## src/rtl/icache_assoc.sv

```systemverilog
// Set-associative read-only instruction cache with round-robin replacement and whole-cache invalidate.
// Optional macro ICACHE_PERF_EN adds the hitcnt/misscnt performance counter ports.
module icache_assoc #(
  parameter int unsigned SETS  = 8,
  parameter int unsigned WAYS  = 2,
  parameter int unsigned WORDS = 2
) (
  input  logic        CLK,
  input  logic        RST,
  input  logic        imemREN,
  input  logic [31:0] imemaddr,
  input  logic        iflush,
  output logic        ihit,
  output logic [31:0] imemload,
`ifdef ICACHE_PERF_EN
  output logic [31:0] hitcnt,
  output logic [31:0] misscnt,
`endif
  output logic        iREN,
  output logic [31:0] iaddr,
  input  logic        iwait,
  input  logic [31:0] iload
);

  localparam int unsigned OFF_W = $clog2(WORDS);
  localparam int unsigned IDX_W = $clog2(SETS);
  localparam int unsigned TAG_W = 30 - OFF_W - IDX_W;
  localparam int unsigned CNT_W = (WORDS > 1) ? OFF_W : 1;
  localparam int unsigned WAY_W = (WAYS > 1) ? $clog2(WAYS) : 1;

  typedef enum logic [1:0] {IDLE, FILL, DONE} state_e;

  state_e             state_q, state_d;
  logic [CNT_W-1:0]   cnt_q, cnt_d;
  logic [TAG_W-1:0]   miss_tag_q;
  logic [IDX_W-1:0]   miss_idx_q;
  logic [WAY_W-1:0]   victim_q;
  logic               flush_pend_q;

  logic               valid_q [SETS][WAYS];
  logic [TAG_W-1:0]   tag_q   [SETS][WAYS];
  logic [31:0]        data_q  [SETS][WAYS][WORDS];
  logic [WAY_W-1:0]   ptr_q   [SETS];
  logic [31:0]        buf_q   [WORDS];

  logic [31:0]        word_a;
  logic [CNT_W-1:0]   req_off;
  logic [IDX_W-1:0]   req_idx;
  logic [TAG_W-1:0]   req_tag;
  logic               lookup_hit;
  logic [WAY_W-1:0]   hit_way;
  logic [WAY_W-1:0]   victim;
  logic               victim_found;
  logic               miss_start, beat, commit;
  logic [31:0]        fill_addr;

  // Address split: word offset, set index, tag above both.
  assign word_a  = imemaddr >> 2;
  assign req_off = CNT_W'(word_a & 32'(WORDS - 1));
  assign req_idx = IDX_W'(word_a >> OFF_W);
  assign req_tag = TAG_W'(word_a >> (OFF_W + IDX_W));

  always_comb begin
    lookup_hit = 1'b0;
    hit_way    = '0;
    for (int w = 0; w < WAYS; w++) begin
      if (!lookup_hit && valid_q[req_idx][w] && (tag_q[req_idx][w] == req_tag)) begin
        lookup_hit = 1'b1;
        hit_way    = WAY_W'(w);
      end
    end
  end

  // Victim: lowest invalid way first, else the set's round-robin pointer.
  always_comb begin
    victim_found = 1'b0;
    victim       = '0;
    for (int w = 0; w < WAYS; w++) begin
      if (!victim_found && !valid_q[req_idx][w]) begin
        victim_found = 1'b1;
        victim       = WAY_W'(w);
      end
    end
    if (!victim_found) victim = ptr_q[req_idx];
  end

  assign ihit     = (state_q == IDLE) && imemREN && lookup_hit;
  assign imemload = ihit ? data_q[req_idx][hit_way][req_off] : 32'd0;

  assign fill_addr = ((32'(miss_tag_q) << (OFF_W + IDX_W)) |
                      (32'(miss_idx_q) << OFF_W) |
                      32'(cnt_q)) << 2;

  always_comb begin
    state_d    = state_q;
    cnt_d      = cnt_q;
    miss_start = 1'b0;
    beat       = 1'b0;
    commit     = 1'b0;
    iREN       = 1'b0;
    iaddr      = '0;
    case (state_q)
      IDLE: begin
        if (imemREN && !lookup_hit) begin
          state_d    = FILL;
          miss_start = 1'b1;
        end
      end
      FILL: begin
        iREN  = 1'b1;
        iaddr = fill_addr;
        if (!iwait) begin
          beat  = 1'b1;
          cnt_d = cnt_q + CNT_W'(1);
          if (cnt_q == CNT_W'(WORDS - 1)) state_d = DONE;
        end
      end
      DONE: begin
        commit  = 1'b1;
        cnt_d   = '0;
        state_d = IDLE;
      end
      default: state_d = IDLE;
    endcase
  end

  always_ff @(posedge CLK or posedge RST) begin
    if (RST) begin
      state_q      <= IDLE;
      cnt_q        <= '0;
      miss_tag_q   <= '0;
      miss_idx_q   <= '0;
      victim_q     <= '0;
      flush_pend_q <= 1'b0;
      for (int s = 0; s < SETS; s++) begin
        ptr_q[s] <= '0;
        for (int w = 0; w < WAYS; w++) valid_q[s][w] <= 1'b0;
      end
    end else begin
      state_q <= state_d;
      cnt_q   <= cnt_d;
      if (miss_start) begin
        miss_tag_q <= req_tag;
        miss_idx_q <= req_idx;
        victim_q   <= victim;
      end
      if (state_q == DONE)                   flush_pend_q <= 1'b0;
      else if (iflush && (state_q != IDLE))  flush_pend_q <= 1'b1;
      // A flush seen at any point of a fill leaves the new line invalid too.
      if (((state_q == IDLE) && iflush) || (commit && (flush_pend_q || iflush))) begin
        for (int s = 0; s < SETS; s++)
          for (int w = 0; w < WAYS; w++) valid_q[s][w] <= 1'b0;
      end else if (commit) begin
        valid_q[miss_idx_q][victim_q] <= 1'b1;
      end
      if (commit && (victim_q == ptr_q[miss_idx_q]))
        ptr_q[miss_idx_q] <= (WAYS == 1) ? '0 : ptr_q[miss_idx_q] + WAY_W'(1);
    end
  end

  always_ff @(posedge CLK) begin
    if (beat) buf_q[cnt_q] <= iload;
    if (commit) begin
      tag_q[miss_idx_q][victim_q] <= miss_tag_q;
      for (int d = 0; d < WORDS; d++) data_q[miss_idx_q][victim_q][d] <= buf_q[d];
    end
  end

`ifdef ICACHE_PERF_EN
  always_ff @(posedge CLK or posedge RST) begin
    if (RST) begin
      hitcnt  <= '0;
      misscnt <= '0;
    end else begin
      if (ihit)       hitcnt  <= hitcnt + 32'd1;
      if (miss_start) misscnt <= misscnt + 32'd1;
    end
  end
`endif

endmodule

```

## config.mk

```make
export PLATFORM = sky130hd
export DESIGN_NAME = icache_assoc
export DESIGN_NICKNAME = d
export VERILOG_FILES = /design/src/rtl/icache_assoc.sv
export SDC_FILE = /design/constraint.sdc
export NUM_CORES = 1
export LEC_CHECK = 0
export CELL_PAD_IN_SITES_DETAIL_PLACEMENT = 0
export CELL_PAD_IN_SITES_GLOBAL_PLACEMENT = 1
export CORE_UTILIZATION = 40
export CTS_BUF_LIST = sky130_fd_sc_hd__clkbuf_16
export DETAILED_ROUTE_END_ITERATION = 8
export PLACE_DENSITY = 0.57
export SLEW_MARGIN = 20
export SYNTH_ARGS = -nofsm -noshare
export SYNTH_HDL_FRONTEND = slang
export SYNTH_SLANG_ARGS = --single-unit
```

## constraint.sdc

```tcl
create_clock -name CLK -period 9.8 [get_ports CLK]
set_input_delay 1.96 -clock CLK [delete_from_list [all_inputs] [get_ports CLK]]
set_output_delay 1.96 -clock CLK [all_outputs]
set_load 0.05 [all_outputs]
```

==> flow_summary.ini, run 1 <==
[worst_setup_path]
cp-end-kind = output pin
crit_family = buffers and inverters
cpMostUsedCell = buf_12
startpoint_type = primary input
crit_chain = buf_8 > buf_4 > mux4_2 > mux2i_1 > xor2_1 > o2111ai_1 > or4_4 > nor4_4 > buf_12 > nand3b_1 > a21oi_1 > buf_12
crit_fanout = 48
slowest_delay_ns = 0.71
reg2reg_depth = 8
timing.critical_path.buf_inv = 4
crit_type = in2out
crit_arrival_ns = 6.58
critical_path_cell_count = 12
crit_slowest_cell = buf_4
worstPathRequired_ns = 7.84

[synthesis]
synth-edff-count = 1504
ys_seq_area_frac = 0.7669
ys_top_cells_by_area = edfxtp_1, mux4_2, dfrtp_1, mux2i_1, nand2_1
yosys.area.top_type = edfxtp_1
synth.distinct_cells = 48
syn_avg_cell_area_um2 = 22.10
ys_ff_latch = 1562
synthTopCellsByCount = edfxtp_1, mux4_2, nand2_1
synth_most_common_cell = edfxtp_1
synth.top_cell.area_share = 0.7431
syn_area_mm2 = 0.06078
yosys_warnings = 0
async_flop_share = 0.03713
yosys_most_used_dff = edfxtp_1
syn_inst = 2750

[timing]
fin_crit_sh = 0.8717
whs_ns = 0.5004
rsz0062_at_grt = no
finalHoldViolations = 0
fin_crit_ns = 8.543
tightest_slew_ns = 1.178
timing.setup.tns_ns = 0
maxSlewHeadroom = 0.2146
max_freq_ghz = 0.1171
skew_ns = 0.02497
slew_violations = 0
fin_ws_ns = 1.257
setup_violations = 0

[die]
die_x_um = 391.8
initial_utilization = 0.4044
die_area_mm2 = 0.1535
ioPinCount = 135
coreArea_mm2 = 0.1503
rows = 142
die_h_um = 391.8

[cts]
cts_hold_buf = 0
cts_num_sinks = 1562
cts.path.max_buffers = 3
cts_setup_buffers = 0
root_buffer = clkbuf_16
htree_levels = 4
cts.clk_slew.worst_paths_ns = 0.06
cts_buffers = 164
clk_latency_ns = 0.79
cts_tree = yes
ctsResizeCount = 0

[min_path]
worstHoldPathType = reg2reg
worstHoldPathCells = 2

[global_routing]
grtUsageTotal = 0.2004
grt_pass1_wl_mm = 216.7
grt-ovfl-total = 0
grt_max_degree = 101
antenna_found_initial = 5
grt_pass1_vias = 29940

[power]
powerDensity_mw_per_mm2 = 230.0
leakage_nw = 22.62
total_power_mw = 16.17
peakVddDrop_mv = 0.1443

[finish]
syn_to_final_growth_pct = 15.71
drive_gt1_frac = 0.2618
fin_nets = 3040
utilization = 0.4679

[run]
maxCapViolCount = 0

[route]
via_count = 28520
viasPerCell = 5.567
drtAntennaViolNets = 0
dr.pass1.iters = 5
drtIter0Drc = 2269
drt-total-wl_mm = 150.8
drc = 0
wire_per_inst_um = 29.43

[place]
pre_cts_slack_ns = 1.240
numPortBuffers = 130
hpwlAfterDp_mm = 74.49
globalplace.congestion = 0.7306

[outcome]
status = finished clean
[state kept, by name (all words and copies together), names as in the netlist]
signal,flops
data_q,1024
tag_q,416
cnt_q,1
ptr_q,8
victim_q,1
state_q,2
flush_pend_q,1
miss_idx_q,3
miss_tag_q,26
valid_q,16
buf_q,64
[final cells by class]
cell class | count | area (um^2)
diodes | 1 | 2.502
flip-flops and latches | 1562 | 46610
clock inverters | 131 | 942.2
inverters | 4 | 15.01
fillers | 12450 | 79980
multi-input cells | 1036 | 13620
well taps | 2016 | 2522
clock buffers | 170 | 4254
repair buffers | 203 | 2362
[metal layers]
layer | track usage | share of wire
met1 | 0.2766 | 0.43
met2 | 0.3295 | 0.49
met3 | 0.03476 | 0.055
met4 | 0.05220 | 0.019
met5 | 0 | 0.000086
[worst reg2reg max path, cell delays in order, from the launching register on]
cell	delay [ns]
dfrtp_1	0.57
inv_1	0.17
buf_4	0.33
nor2_1	0.44
nand2b_4	0.07
buf_4	0.46
nor2_4	0.43
buf_4	0.75
buf_4	1.00
[where the power goes]
part / internal [mW] / total [mW] / switching [mW]
registers: 8.05 / 8.49 / 0.443
clock network: 3.45 / 5.97 / 2.53
logic: 0.615 / 1.71 / 1.10
[final timing paths]
path                       slack, ns                    endpoint              startpoint
max in group asynchronous       7.32  miss_tag_q[11]$_DFFE_PP0P_                     RST
min in group asynchronous       1.84      valid_q[0]$_DFFE_PP0P_                     RST
setup reg to reg                5.14      tag_q[6][37]$_DFFE_PP_  state_q[1]$_DFFE_PP0P_
setup / recovery                1.26                 imemload[1]             imemaddr[4]
hold / removal                  0.50      valid_q[4]$_DFFE_PP0P_  valid_q[4]$_DFFE_PP0P_
hold reg to reg                 0.50      valid_q[4]$_DFFE_PP0P_  valid_q[4]$_DFFE_PP0P_
[cells in the final DEF, fill, tap and decap left out, drive strengths merged, types with 58 or more instances in the layout]
master	Yosys	layout
edfxtp	1504	1504
mux4	394	394
clkbuf	56	170
nand2	134	134
buf	93	110
mux2i	108	108
clkdlybuf4s50	0	93
inv	4	63
mux2	62	62
a21oi	61	61
dfrtp	58	58
clkinv	0	58
[stage by stage]
step	cell area, um^2	instances
2_1_floorplan	60780	2751
3_3_place_gp	65100	4820
3_5_place_dp	65100	4820
4_1_cts	70300	5121
5_1_grt	70330	5123
6_report	70330	5123
[cell families (layout without fill, tap and decap cells)]
kind of cell | count (synthesis) | count (layout) | synth area share
muxes | 564 | 564 | 0.1771
AOI/OAI and AO/OA | 134 | 134 | 0.01375
xor gates and xnor gates | 42 | 42 | 0.006052
buffers and inverters | 153 | 508 | 0.01206
other | 1 | 3 | 0.00006170
DFF | 1562 | 1562 | 0.7669
and+or+nand+nor | 294 | 294 | 0.02407
Power figures use the tool's default switching activity.
==> run 2, diff against run 1 <==
- CORE_UTILIZATION: 40 -> 55
- PLACE_DENSITY: 0.57 -> 0.75
==> run 2 against run 1 <==
  * Largest cell class unchanged
  * Critical path type unchanged
  * Power down 1.6%
  * Clock skew up 0.012 ns
  * Cell count fell by 11%
  * Die area decreased by 27%
  * Setup slack worse by 0.19 ns
==> flow_summary.ini, run 2 (synthesis gave the netlist of run 1 again) <==
[finish]
reg_top3 = data_q (1024), tag_q (416), buf_q (64)
design_area_mm2 = 0.06903
final_common_cell = edfxtp_1
largest_reg_flops = 1024
regMostFlops = data_q
syn_to_final_growth_pct = 13.58
final_cell_mix = edfxtp_1, mux4_2, clkbuf_16
fin_nets = 3020
drive_gt1_frac = 0.2485
utilization = 0.6324

[die]
initial_utilization = 0.5568
ioPinCount = 135
rows = 121
die_x_um = 334.4
die_area_mm2 = 0.1118
coreArea_mm2 = 0.1092
die_h_um = 334.4

[outcome]
status = finished clean

[global_routing]
grt_pass1_vias = 30220
grt_max_degree = 158
grt-ovfl-total = 0
met2_usage = 0.4135
grt_pass1_wl_mm = 201.2
antenna_found_initial = 4
grtUsageTotal = 0.2513
met1_usage = 0.3497
grt_busiest_layer = met2
met3_usage = 0.04354

[place]
globalplace.congestion = 0.7553
hpwlAfterDp_mm = 67.97
numPortBuffers = 130
place_area_mm2 = 0.06405

[cts]
cts_setup_buffers = 0
cts.path.max_buffers = 3
cts_tree = yes
ctsResizeCount = 0
cts_buffers = 155
cts_hold_buf = 0
root_buffer = clkbuf_16
clk_latency_ns = 0.76
cts_num_sinks = 1562
cts.clk_slew.worst_paths_ns = 0.06
htree_levels = 4

[timing]
max_freq_ghz = 0.1145
rsz0062_at_grt = no
fin_crit_ns = 8.732
tightest_slew_ns = 1.167
setup_violations = 0
timing.setup.tns_ns = 0
fin_crit_sh = 0.8910
skew_ns = 0.03741
maxSlewHeadroom = 0.2217
slew_violations = 0
finalHoldViolations = 0

[worst_setup_path]
reg2reg_to = tag_q[0][26]$_DFFE_PP_
crit_arrival_ns = 6.77
reg2reg_depth = 7
crit_type = in2out
worstPathRequired_ns = 7.84
rr_startpoint = state_q[1]$_DFFE_PP0P_
crit_fanout = 55
crit_start = imemaddr[3]
reg2reg_slack_ns = 5.17
cp-end-kind = output pin
startpoint_type = primary input

[route]
viasPerCell = 6.298
via_count = 28700
wire_per_inst_um = 30.07
drtIter0Drc = 2883
drt-total-wl_mm = 137.0
dr.pass1.iters = 5
drc = 0
drtAntennaViolNets = 0

[power]
leakage_nw = 22.23
powerDensity_mw_per_mm2 = 230.5
peakVddDrop_mv = 0.1395

[min_path]
hp-start = valid_q[7]$_DFFE_PP0P_
worstHoldPathType = reg2reg
holdPathEnd = valid_q[7]$_DFFE_PP0P_
worstHoldPathCells = 2

[run]
maxCapViolCount = 0
-- run 2: cell count changes in the layout (fill, tap and decap cells not counted), sizes merged --
cell,delta
clkdlybuf4s50,+33
inv,-21
buf,-44
diode,+1
clkinv,+7
clkbuf,-8
bufinv,+1
clkinvlp,+4
-- run 2: where the power goes --
part | internal, mW | switching [mW]
logic | 0.613 | 1.04
clock network | 3.33 | 2.42
registers | 8.04 | 0.461
total | 12.0 | 3.92
-- run 2: stage by stage --
| stage | hold WS [ns] | total power, mW | setup WS, ns | instances |
|---|---|---|---|---|
| 3_3_place_gp | 0.4729 | 10.21 | 0.9972 | 4270 |
| 3_5_place_dp | 0.4906 | 10.31 | 1.018 | 4270 |
| 5_1_grt | 0.5316 | 16.40 | 0.8488 | 4555 |
| 6_report | 0.5009 | 15.91 | 1.068 | 4556 |
| 2_1_floorplan | 0.4573 | 9.560 | 2.543 | 2751 |
| 4_1_cts | 0.5056 | 15.99 | 0.9959 | 4554 |
-- run 2: cell type report --
| type | instances | area, um^2 |
|---|---|---|
| inverters | 4 | 15.01 |
| multi-input cells | 1036 | 13610 |
| clock buffers | 162 | 4054 |
| clock inverters | 122 | 918.4 |
| fillers | 7240 | 40120 |
| flip-flops and latches | 1562 | 46610 |
| diodes | 2 | 5.005 |
| well taps | 1476 | 1847 |
| repair buffers | 192 | 1967 |
-- run 2: worst max path at each step --
stage	to	slack, ns	depth (start not counted)
3_5_place_dp	imemload[3]	1.02	12
6_report	imemload[1]	1.07	12
2_1_floorplan	imemload[22]	2.54	13
5_1_grt	imemload[1]	0.85	12
3_3_place_gp	imemload[1]	1.0	11
4_1_cts	imemload[3]	1.0	12
-- run 2: worst max-delay path: stages --
cell,delay [ns]
buf_8,0.46
buf_4,0.57
mux4_2,0.33
mux2i_1,0.15
inv_1,0.11
o2111ai_1,0.15
or4_4,0.62
nor4_4,0.40
buf_12,0.36
nand3b_1,0.12
a21oi_1,0.53
clkdlybuf4s50_1,0.94
-- run 2: per-layer routing --
metal  vias up  routed length (um)  part of all wire
li1      11890                   -                 -
met1     15480               54890              0.40
met2      1129               69090              0.50
met3       199                9971             0.073
met4         4                3041             0.022
met5         -                  21           0.00015
==> RTL change: new RTL, config.mk and constraints of run 1 <==
The option `ICACHE_PERF_EN` is turned on by a define.
--- a/src/rtl/icache_assoc.sv
+++ b/src/rtl/icache_assoc.sv
@@ -2,2 +2,4 @@
 // Optional macro ICACHE_PERF_EN adds the hitcnt/misscnt performance counter ports.
+`define ICACHE_PERF_EN
+
 module icache_assoc #(
Formal check against the unedited RTL (old outputs only; new: hitcnt and misscnt): no difference found for any inputs over 4 cycles, from zero or initial values and one cycle with RST high; that may be too few to reach the edited logic, so the function may still have changed.
==> RTL change against run 1 <==
  * Die area rose by 4.8%
  * Power rose by 3.9%
  * Sequential share of layout area fell by 1.3 points
  * Largest power group unchanged
  * Global-route usage rose by 0.10 points
  * Routed wire length rose by 6.1%
  * Cell area rose by 5.5%
  * Register-to-register slack improved by 0.66 ns
  * Via count rose by 8.7%
  * Critical path depth did not move
  * Highest routed layer unchanged
  * Synthesized area rose by 4.8%
  * Worst setup slack improved by 0.042 ns
  * Clock power rose by 5.0%
  * Sequential cell count rose by 64
==> RTL change: results (changes against run 1) <==
sequential area share after synthesis 0.7568 (-0.01012); Highest Clock Rate 117.6 MHz (+0.49%); pin count of the biggest net entering global routing 105 (+4.0%); gr usage total 0.2014 (+0.001017); first-pass GRT wire length 232200 um (+7.2%); Distinct cells, synth 52 (+8.3%); TritonCTS Buffers 175 (+6.7%); vias in the first global route 32870 (+9.8%); Port-buffer cells 194 (+49%); Slew headroom 0.2591 (+0.04447); R2R Path End hitcnt[29]; Worst Hold Margin 0.4675 ns (-0.03292 ns); status complete, no violations; hpwl dp 85390 um (+15%); DR WL/cell 28.80 um (-2.2%); layout cells sized above 1 0.2328 (-0.02899); Clock power frac 0.373 (+0.004); ys async rst share 0.07503 (+0.03790); FILL cells 13090 (+5.2%); Max Clock Skew 0.02370 ns (-0.001274 ns); hold endpoint misscnt[31]; via count 31000 (+8.7%); FF-to-FF setup slack 5.80 ns (+0.66 ns); Final GP Congestion 0.7999 (+9.5%); worst reg2reg startpoint tag_q[0][6]; peak supply drop 0.1734 mV (+20%); Worst Hold Launch misscnt[31]
RTL change: cell types whose count changed after synthesis, moves of 18 or more:
cell	change
nand3_1	+20
a21oi_1	-36
and2_1	+33
xor2_1	+47
dfrtp_1	+64
mux2i_1	+43
clkbuf_1	+19
nor4_1	+18
nand4_1	+26
mux2_4	-29
nor2_1	+36
nand3b_1	-30
mux2_1	+26
RTL change: cell families after synthesis:
group / count (synthesis) / synth area share
AO/OA/AOI/OAI: 116 / 0.01231
XOR/XNOR: 101 / 0.01389
adder cells (fa/ha/maj): 2 / 0.0003927
buffers and inverters: 164 / 0.01275
flip-flops: 1626 / 0.7568
multiplexers: 604 / 0.1706
other: 1 / 0.00005886
AND/OR/NAND/NOR: 426 / 0.03317
RTL change: worst max path at each step:
stage                           start            to  cells past startpoint
final                     imemaddr[3]   imemload[2]                     12
after global routing      imemaddr[3]   imemload[2]                     12
after CTS                 imemaddr[3]  imemload[21]                     12
after detailed placement  imemaddr[3]  imemload[21]                     12
after global placement    imemaddr[3]  imemload[21]                     12
after floorplan           imemaddr[4]  imemload[10]                     15
RTL change: power by group through the flow:
stage / Sequential (uW) / Clock (uW) / Combinational (uW)
2_1_floorplan: 8790 / 0 / 1070
3_3_place_gp: 8880 / 0 / 1730
3_5_place_dp: 8940 / 0 / 1770
4_1_cts: 8800 / 6420 / 1770
5_1_grt: 8860 / 6690 / 1850
6_report: 8790 / 6270 / 1740
RTL change: per-layer routing:
metal  vias to the layer above  track usage  share of wire
li1                      13110            -              -
met1                     16740       0.2787           0.43
met2                       915       0.3279           0.49
met3                       227      0.03457          0.056
met4                         4      0.05935          0.026
met5                         -            0        0.00016
RTL change: critical path, stage by stage:
cell and delay (ns):
buf_8 0.59, mux4_2 0.60, mux2i_1 0.19, xor2_1 0.50, nand4_1 0.17, nor4_1 0.41
nand4_1 0.38, nor2b_4 0.27, buf_12 0.39, mux2i_1 0.14, nor2_1 0.62, buf_12 0.22
RTL change: stage by stage:
| step | cells | power (uW) | cell area, um2 |
|---|---|---|---|
| after floorplan | 3041 | 9861 | 63710 |
| after global placement | 5233 | 10610 | 68640 |
| after detailed placement | 5235 | 10710 | 68700 |
| after CTS | 5552 | 16990 | 74190 |
| after global routing | 5554 | 17400 | 74210 |
| final | 5557 | 16800 | 74210 |
RTL change: cell type report:
cell class | count | area share
flip-flops and latches | 1626 | 0.6497
multi-input cells | 1251 | 0.2003
clock buffers | 179 | 0.06036
repair buffers | 271 | 0.04009
well taps | 2072 | 0.03493
clock inverters | 138 | 0.01362
inverters | 15 | 0.0008261
diodes | 5 | 0.0001686
